[src/rtl/tipi_regs_pkg.sv]
// Shared definitions for the TIPI write-side register block: register indices,
// FSM encoding and the select priority helper used by the commit logic.
package tipi_regs_pkg;

    localparam int NUM_REGS = 4;
    localparam int REG_A    = 0;
    localparam int REG_B    = 1;
    localparam int REG_C    = 2;
    localparam int REG_D    = 3;

    localparam logic [7:0] REG_RST_VAL = 8'h00;

    typedef enum logic [1:0] {
        IDLE   = 2'd0,
        STROBE = 2'd1,
        COMMIT = 2'd2
    } wr_state_t;

    // A > B > C > D, same order as the read mux; all-zero means no target.
    function automatic logic [NUM_REGS-1:0] prio_onehot(input logic [NUM_REGS-1:0] sel);
        prio_onehot = '0;
        if (sel[REG_A])      prio_onehot[REG_A] = 1'b1;
        else if (sel[REG_B]) prio_onehot[REG_B] = 1'b1;
        else if (sel[REG_C]) prio_onehot[REG_C] = 1'b1;
        else if (sel[REG_D]) prio_onehot[REG_D] = 1'b1;
    endfunction

endpackage

[src/rtl/tipi_sync_pipe.sv]
// N-stage, W-bit flip-flop synchronizer with a configurable reset value.
// All bits move together so a bus stays aligned with its strobe.
module tipi_sync_pipe #(
    parameter int           N       = 2,
    parameter int           W       = 1,
    parameter logic [W-1:0] RST_VAL = '0
) (
    input  logic         clk,
    input  logic         reset,
    input  logic [W-1:0] din,
    output logic [W-1:0] dout
);

    logic [N:0][W-1:0] chain;

    assign chain[0] = din;

    genvar gi;
    generate
        for (gi = 0; gi < N; gi++) begin : g_stage
            logic [W-1:0] stage_q;

            always_ff @(posedge clk) begin
                if (reset) stage_q <= RST_VAL;
                else       stage_q <= chain[gi];
            end

            assign chain[gi+1] = stage_q;
        end
    endgenerate

    assign dout = chain[N];

endmodule

[src/rtl/tipi_wreg_latch.sv]
// TIPI write-side latch: synchronizes TI write strobes, filters glitches,
// commits the byte into registers A..D and tracks per-register pending flags.
module tipi_wreg_latch
    import tipi_regs_pkg::*;
#(
    parameter int SYNC_STAGES = 2,
    parameter int MIN_LOW     = 2
) (
    input  logic       clk,
    input  logic       reset,
    input  logic       ti_we_n,
    input  logic       a_addr,
    input  logic       b_addr,
    input  logic       c_addr,
    input  logic       d_addr,
    input  logic [7:0] ti_data,
    input  logic [3:0] pi_ack,
    output logic [7:0] a_reg,
    output logic [7:0] b_reg,
    output logic [7:0] c_reg,
    output logic [7:0] d_reg,
    output logic [3:0] wr_pulse,
    output logic [3:0] pending
);

    localparam int SW = 1 + NUM_REGS + 8;
    localparam int CW = $clog2(MIN_LOW + 1);
    localparam logic [CW-1:0] MIN_LOW_C = CW'(MIN_LOW);
    // Flushed pipeline reads as strobe released, nothing selected, data zero.
    localparam logic [SW-1:0] SYNC_RST = {1'b1, {(SW-1){1'b0}}};

    logic [SW-1:0]       sync_in;
    logic [SW-1:0]       sync_out;
    logic                we_s;
    logic [NUM_REGS-1:0] sel_s;
    logic [7:0]          dat_s;

    assign sync_in = {ti_we_n, d_addr, c_addr, b_addr, a_addr, ti_data};

    tipi_sync_pipe #(
        .N       (SYNC_STAGES),
        .W       (SW),
        .RST_VAL (SYNC_RST)
    ) u_sync (
        .clk   (clk),
        .reset (reset),
        .din   (sync_in),
        .dout  (sync_out)
    );

    assign we_s  = sync_out[SW-1];
    assign sel_s = sync_out[8 +: NUM_REGS];
    assign dat_s = sync_out[7:0];

    wr_state_t           state_q, state_d;
    logic [CW-1:0]       cnt_q, cnt_d;
    logic [NUM_REGS-1:0] sel_q, sel_d;
    logic [7:0]          dat_q, dat_d;
    logic [NUM_REGS-1:0] commit_mask;

    always_ff @(posedge clk) begin
        if (reset) begin
            state_q <= IDLE;
            cnt_q   <= '0;
            sel_q   <= '0;
            dat_q   <= REG_RST_VAL;
        end else begin
            state_q <= state_d;
            cnt_q   <= cnt_d;
            sel_q   <= sel_d;
            dat_q   <= dat_d;
        end
    end

    always_comb begin
        state_d     = state_q;
        cnt_d       = cnt_q;
        sel_d       = sel_q;
        dat_d       = dat_q;
        commit_mask = '0;
        case (state_q)
            IDLE: begin
                if (!we_s) begin
                    state_d = STROBE;
                    cnt_d   = CW'(1);
                    sel_d   = sel_s;
                    dat_d   = dat_s;
                end
            end
            STROBE: begin
                if (!we_s) begin
                    // Last low sample wins for both select and data.
                    sel_d = sel_s;
                    dat_d = dat_s;
                    if (cnt_q < MIN_LOW_C) cnt_d = cnt_q + CW'(1);
                end else begin
                    state_d = (cnt_q >= MIN_LOW_C) ? COMMIT : IDLE;
                    cnt_d   = '0;
                end
            end
            COMMIT: begin
                state_d     = IDLE;
                cnt_d       = '0;
                commit_mask = prio_onehot(sel_q);
            end
            default: begin
                state_d = IDLE;
                cnt_d   = '0;
            end
        endcase
    end

    logic [NUM_REGS-1:0][7:0] regs_q;

    genvar gi;
    generate
        for (gi = 0; gi < NUM_REGS; gi++) begin : g_reg
            always_ff @(posedge clk) begin
                if (reset)                regs_q[gi] <= REG_RST_VAL;
                else if (commit_mask[gi]) regs_q[gi] <= dat_q;
            end
        end
    endgenerate

    logic [NUM_REGS-1:0] wr_pulse_q;
    logic [NUM_REGS-1:0] pending_q, pending_d;

    // Set has priority over a simultaneous acknowledge.
    assign pending_d = (pending_q & ~pi_ack) | commit_mask;

    always_ff @(posedge clk) begin
        if (reset) begin
            wr_pulse_q <= '0;
            pending_q  <= '0;
        end else begin
            wr_pulse_q <= commit_mask;
            pending_q  <= pending_d;
        end
    end

    assign a_reg    = regs_q[REG_A];
    assign b_reg    = regs_q[REG_B];
    assign c_reg    = regs_q[REG_C];
    assign d_reg    = regs_q[REG_D];
    assign wr_pulse = wr_pulse_q;
    assign pending  = pending_q;

endmodule

[config.mk]
export PLATFORM = sky130hd
export DESIGN_NAME = tipi_wreg_latch
export DESIGN_NICKNAME = d
export VERILOG_FILES = /design/src/rtl/tipi_regs_pkg.sv /design/src/rtl/tipi_sync_pipe.sv /design/src/rtl/tipi_wreg_latch.sv
export SDC_FILE = /design/constraint.sdc
export NUM_CORES = 1
export LEC_CHECK = 0
export BUFFER_PORTS_ARGS = -buffer_cell sky130_fd_sc_hd__clkbuf_2
export CAP_MARGIN = 20
export CORE_UTILIZATION = 30
export DETAILED_ROUTE_END_ITERATION = 8
export SLEW_MARGIN = 0
export SYNTH_ARGS = -nofsm -noshare
export SYNTH_HDL_FRONTEND = slang
export SYNTH_SLANG_ARGS = --single-unit
[constraint.sdc]
create_clock -name clk -period 1.3 [get_ports clk]
set_input_delay 0.13 -clock clk [delete_from_list [all_inputs] [get_ports clk]]
set_output_delay 0.13 -clock clk [all_outputs]
set_load 0.1 [all_outputs]
==> metrics.yaml, run 1 <==
required_ns: 1.58
rsz0062_at_grt: "true"
syn-cell-area_sq_mm: 0.00280
pin_count: 59
synthCells: 278
ant_nets: 0
worst_slack_ns: -0.00251
die_h_um: 98.7
avgSynthCellArea_sq_um: 10.1
critPathBufInv: 0
worst_slew_pin_slew_ns: 0.539
io_buffers: 58
seq_area_frac_synth: 0.586
synth_ff_type: "dfxtp_1"
postRouteWirelength_um: 5490
synthTopCellsByCount: "82 x dfxtp_1, 41 x nand2_1, 29 x nand2b_1"
cp.depth: 3
grt_pass1_vias: 1907
finalCritPeriodShare: 1.00
ctsLongestPathBuffers: 2
cts_tree: "done"
drt-initial-drc-count: 60
hpwlAfterDp_um: 3810
max_freq_ghz: 0.768
crit_family: "simple AND/OR/NAND/NOR gates"
worst_skew_pair.late_latency_ns: 0.35
coreArea_sq_mm: 0.00889
initial_core_util: 0.315
synth.most_common_cell: "dfxtp_1"
hold_class: "input port to flip-flop"
setup_viol: 1
post-place-ws_ns: -0.0190
status: "finished, violations left"
crit_arrival_ns: 1.58
end_kind: "flip-flop"
cts.clk_slew.worst_paths_ns: 0.08
synthesis.nets: 298
die_area_sq_mm: 0.00973
violations: "setup timing"
min_path_cells: 3
ys_types: 26
fin_nets: 372
yosys.area.top_type: "dfxtp_1"
cts_made_buffers: 9
hold_viol: 0
cts_htree_levels: 3
place.gp.congestion: 0.736
synth-seq-cells: 82
ys_warn_count: 0
cts.sinks: 82
p_leak_nw: 1.61
via_per_inst: 4.40
vias: 2044
critPathMaxFanout: 4
synth.top_cell.area_share: 0.586
grt_pass1_wl_um: 8850
placed_cell_area_sq_mm: 0.00333
cp_slowest_cell: "nor4b_4"
grt_max_degree: 46
drc: 0
cp_cell_sequence: "nor4b_4, and3b_2, mux2i_1"
die_w_um: 98.7
clock_skew_ns: 0.00917
async_reset_ff_frac: 0
root_buffer: "clkbuf_8"
crit_path_start_kind: "flip-flop"
fin_area_sq_mm: 0.00371
dr.pass1.iters: 4
diodes: 0
overflow: 0
max-vdd-ir-drop_v: 0.000787
max-slew-margin-rel: 0.642
cpPeakStageDelay_ns: 0.39
maxCapViolations: 0
rr_worst_depth: 3
wl_per_cell_um: 11.8
min_period_ns: 1.30
path_class: "flip-flop to flip-flop"
utilization: 0.417
drive_gt1_frac: 0.261
track_usage: 0.120
synthToLayoutAreaGrowth_pct: 32.4
p_per_area_mw_per_mm2: 1280
synth-edff-count: 0
rows: 34
p_total_w: 0.00477
slew_viol_final: 0
setup_tns_ns: -0.00251
antenna_found_initial: 0
synthTopCellsByArea: "dfxtp_1 59%, mux2i_1 8.6%, nand2b_1 6.5%"
==> layout by cell type, fill, tap and decap left out, types with 3 or more instances in the layout <==
| cell | instances |
|---|---|
| dfxtp_1 | 81 |
| buf_4 | 43 |
| nand2_1 | 41 |
| nand2b_1 | 29 |
| mux2i_1 | 24 |
| a21oi_1 | 24 |
| nor2b_1 | 24 |
| clkbuf_2 | 21 |
| nor2_1 | 17 |
| dlygate4sd3_1 | 13 |
| clkbuf_8 | 9 |
| or2_2 | 3 |
==> metal layers <==
layer / global-route usage / vias to the layer above / part of all wire
met3: 0.0475 / 6 / 0.055
met5: 0 / - / 0
met4: 0.0586 / 0 / 0.014
met2: 0.196 / 56 / 0.47
met1: 0.137 / 943 / 0.46
li1: - / 1039 / -
==> cell families (layout without fill, tap and decap cells) <==
group           after synthesis  after routing  share of synthesized area
compound gates               29             29                     0.0567
xor+xnor                      1              1                    0.00313
fa+ha+maj                     1              1                    0.00446
buf+inv                      19             98                     0.0317
flops                        82             82                      0.586
mux                          24             24                     0.0857
simple gates                122            122                      0.233
==> area by class of cell <==
type / count / area [sq um]
Fill cell: 894 / 5180
Sequential cell: 82 / 1640
Multi-Input combinational cell: 177 / 1090
Inverter: 1 / 3.75
Tap cell: 108 / 135
Clock inverter: 7 / 101
Timing Repair Buffer: 81 / 614
Clock buffer: 9 / 124
==> through the flow <==
stage / cells / hold WS (ns)
5_1_grt: 465 / 0.0266
2_1_floorplan: 278 / 0.234
4_1_cts: 465 / 0.0149
6_report: 465 / 0.0352
3_3_place_gp: 436 / 0.319
3_5_place_dp: 436 / 0.319
==> worst paths after layout <==
check	from	end	slack, ns
min reg2reg	u_sync.g_stage[0].stage_q[12]$_SDFF_PP1_	u_sync.dout[12]$_SDFF_PP1_	0.42
max reg2reg	sel_q[0]$_SDFFE_PP0P_	d_reg[4]$_SDFFE_PP0P_	-0.003
min	pi_ack[0]	pending[0]$_SDFF_PP0_	0.04
max	sel_q[0]$_SDFFE_PP0P_	d_reg[4]$_SDFFE_PP0P_	-0.003
==> worst min-delay path, delay by kind of cell <==
family | cells | cell delay [ns]
buffers and inverters | 1 | 0.07
and+or+nand+nor | 1 | 0.09
AOI/OAI and AO/OA | 1 | 0.06
==> power breakdown <==
part           internal (W)  switching [W]  leakage [nW]  total [W]
registers           0.00255      0.0000174         0.667    0.00257
clock network       0.00110       0.000926         0.106    0.00202
logic              0.000100      0.0000737         0.834   0.000174
==> repair_timing <==
item                                    CTS  global route
pin swaps                                 0             4
gates resized for setup                   2             6
endpoints found under the setup margin    7            26
setup buffers                             0             0
hold buffers                             13             0
hold endpoints to repair                 13             0
Note: power is estimated with default switching activity, not from simulation.
==> inputs of run 2 (changes only) <==
--- a/config.mk
+++ b/config.mk
@@ -6,8 +6,9 @@
 export NUM_CORES = 1
 export LEC_CHECK = 0
 export BUFFER_PORTS_ARGS = -buffer_cell sky130_fd_sc_hd__clkbuf_2
-export CAP_MARGIN = 20
 export CORE_UTILIZATION = 30
+export CTS_BUF_LIST = sky130_fd_sc_hd__clkbuf_4
+export CTS_CLUSTER_SIZE = 25
 export DETAILED_ROUTE_END_ITERATION = 8
 export SLEW_MARGIN = 0
 export SYNTH_ARGS = -nofsm -noshare
==> metrics.yaml, run 2 (synthesis gave the netlist of run 1 again) <==
status: "finished, violations left"
violations: "setup timing"
diodes: 0  # unchanged
postRouteWirelength_um: 5480  # -0.31%
drc: 0  # unchanged
die_h_um: 98.7  # unchanged
fin_nets: 376  # +1.1%
dr.pass1.iters: 4  # unchanged
io_buffers: 58  # unchanged
hpwlAfterDp_um: 3810  # unchanged
cts_tree: "done"
fin_cells: 469  # +0.86%
min_period_ns: 1.32  # +0.0172 ns
ant_nets: 0  # unchanged
synthToLayoutAreaGrowth_pct: 32.1
crit_arrival_ns: 1.68  # +0.10 ns
worst_skew_pair.late_latency_ns: 0.42  # +0.07 ns
wl_per_cell_um: 11.7  # -1.2%
final_common_cell: "dfxtp_1"
rows: 34  # unchanged
setup_viol: 4  # +3
max-slew-margin-rel: 0.767  # +0.124
grt_max_degree: 46  # unchanged
cts.sinks: 82  # unchanged
track_usage: 0.118  # -0.00179
vias: 2047  # +0.15%
coreArea_sq_mm: 0.00889  # unchanged
grt.met3_usage: 0.0433  # -0.00426
layout_common_cells: "81 x dfxtp_1, 42 x buf_4, 41 x nand2_1"
fill_cells: 893  # -0.11%
cts.clk_slew.worst_paths_ns: 0.13  # +0.05 ns
max_freq_ghz: 0.758  # -1.3%
overflow: 0  # unchanged
crit_path_start_kind: "flip-flop"
max-vdd-ir-drop_v: 0.000676  # -14%
dp.cells: 436  # unchanged
fin_area_sq_mm: 0.00370  # -0.17%
worst_slack_ns: -0.0197  # -0.0172 ns
grt_util_met2: 0.194  # -0.00108
grt_pass1_vias: 1903  # -0.21%
ctsLongestPathBuffers: 2  # unchanged
required_ns: 1.66  # +0.08 ns
finalCritPeriodShare: 1.02  # +0.0132
grt_pass1_wl_um: 8830  # -0.23%
end_kind: "flip-flop"
antenna_found_initial: 0  # unchanged
clock_skew_ns: 0.0116  # +0.00246 ns
cts_setup_buffers: 0  # unchanged
cts_htree_levels: 3  # unchanged
initial_core_util: 0.315  # unchanged
p_per_area_mw_per_mm2: 1200  # -6.6%
die_area_sq_mm: 0.00973  # unchanged
hold_class: "input port to flip-flop"
gr-max-usage-layer: "met2"
via_per_inst: 4.36  # -0.71%
placed_cell_area_sq_mm: 0.00333  # unchanged
slew_viol_final: 0  # unchanged
setup_tns_ns: -0.0450  # -0.0425 ns
p_total_w: 0.00445  # -6.7%
rsz0062_at_grt: "true"
drive_gt1_frac: 0.255  # -0.00566
drt-initial-drc-count: 79  # +32%
pin_count: 59  # unchanged
p_leak_nw: 1.60  # -0.37%
hold_slack_ns: 0.145  # +0.110 ns
path_class: "flip-flop to flip-flop"
root_buffer: "clkbuf_4"
hold_viol: 0  # unchanged
cts_made_buffers: 9  # unchanged
worst_slew_pin_slew_ns: 0.349  # -0.190 ns
die_w_um: 98.7  # unchanged
critPathMaxFanout: 4  # unchanged
place.gp.congestion: 0.736  # unchanged
grtUsageMet1: 0.138  # +0.00101
maxCapViolations: 0  # unchanged
[run 2: worst paths after layout]
check,slack (ns),start,cells past startpoint,end
min,0.14,reset,3,dat_q[5]$_SDFFE_PP0P_
max,-0.02,sel_q[0]$_SDFFE_PP0P_,3,d_reg[4]$_SDFFE_PP0P_
min reg2reg,0.43,u_sync.g_stage[0].stage_q[12]$_SDFF_PP1_,1,u_sync.dout[12]$_SDFF_PP1_
max reg2reg,-0.02,sel_q[0]$_SDFFE_PP0P_,3,d_reg[4]$_SDFFE_PP0P_
[run 2: report_power, final]
| part | internal [W] | leakage [nW] | switching [W] | total (W) |
|---|---|---|---|---|
| clock | 0.000795 | 0.0831 | 0.000893 | 0.00169 |
| sequential | 0.00256 | 0.667 | 0.0000172 | 0.00257 |
| combinational | 0.000108 | 0.851 | 0.0000758 | 0.000184 |
| total | 0.00346 | 1.60 | 0.000986 | 0.00445 |
[run 2: final cells by class]
class / count / area, sq um / area share
clock buffers: 9 / 67.6 / 0.0182
multi-input cells: 177 / 1080 / 0.293
clock inverters: 7 / 101 / 0.0274
flip-flops and latches: 82 / 1640 / 0.444
inverters: 1 / 3.75 / 0.00101
well taps: 108 / 135 / 0.0365
repair buffers: 85 / 668 / 0.180
[run 2: critical path, stage by stage, from the launching register on]
cell     delay (ns)
dfxtp_2        0.36
nor4b_4        0.39
and3b_2        0.31
mux2i_1        0.20
[run 2: what timing repair did]
item / 4_1_cts / 5_1_grt
hold buffers: 17 / 0
gates cloned: 0 / 0
hold endpoints to repair: 17 / 0
gates resized for setup: 6 / 5
pin swaps: 0 / 3
endpoints found under the setup margin: 10 / 28
[run 2: stage by stage]
| step | utilization | setup slack [ns] |
|---|---|---|
| floorplan | - | 0.0471 |
| global placement | 0.375 | 0.0155 |
| detailed placement | 0.375 | -0.0190 |
| CTS | 0.414 | 0.0146 |
| global route | 0.417 | -0.0911 |
| finish | 0.417 | -0.0197 |
[run 2: per-layer routing]
layer / wire length (um) / share of wire
met5: 0 / 0
met4: 99 / 0.018
met3: 293 / 0.054
met2: 2500 / 0.46
met1: 2580 / 0.47
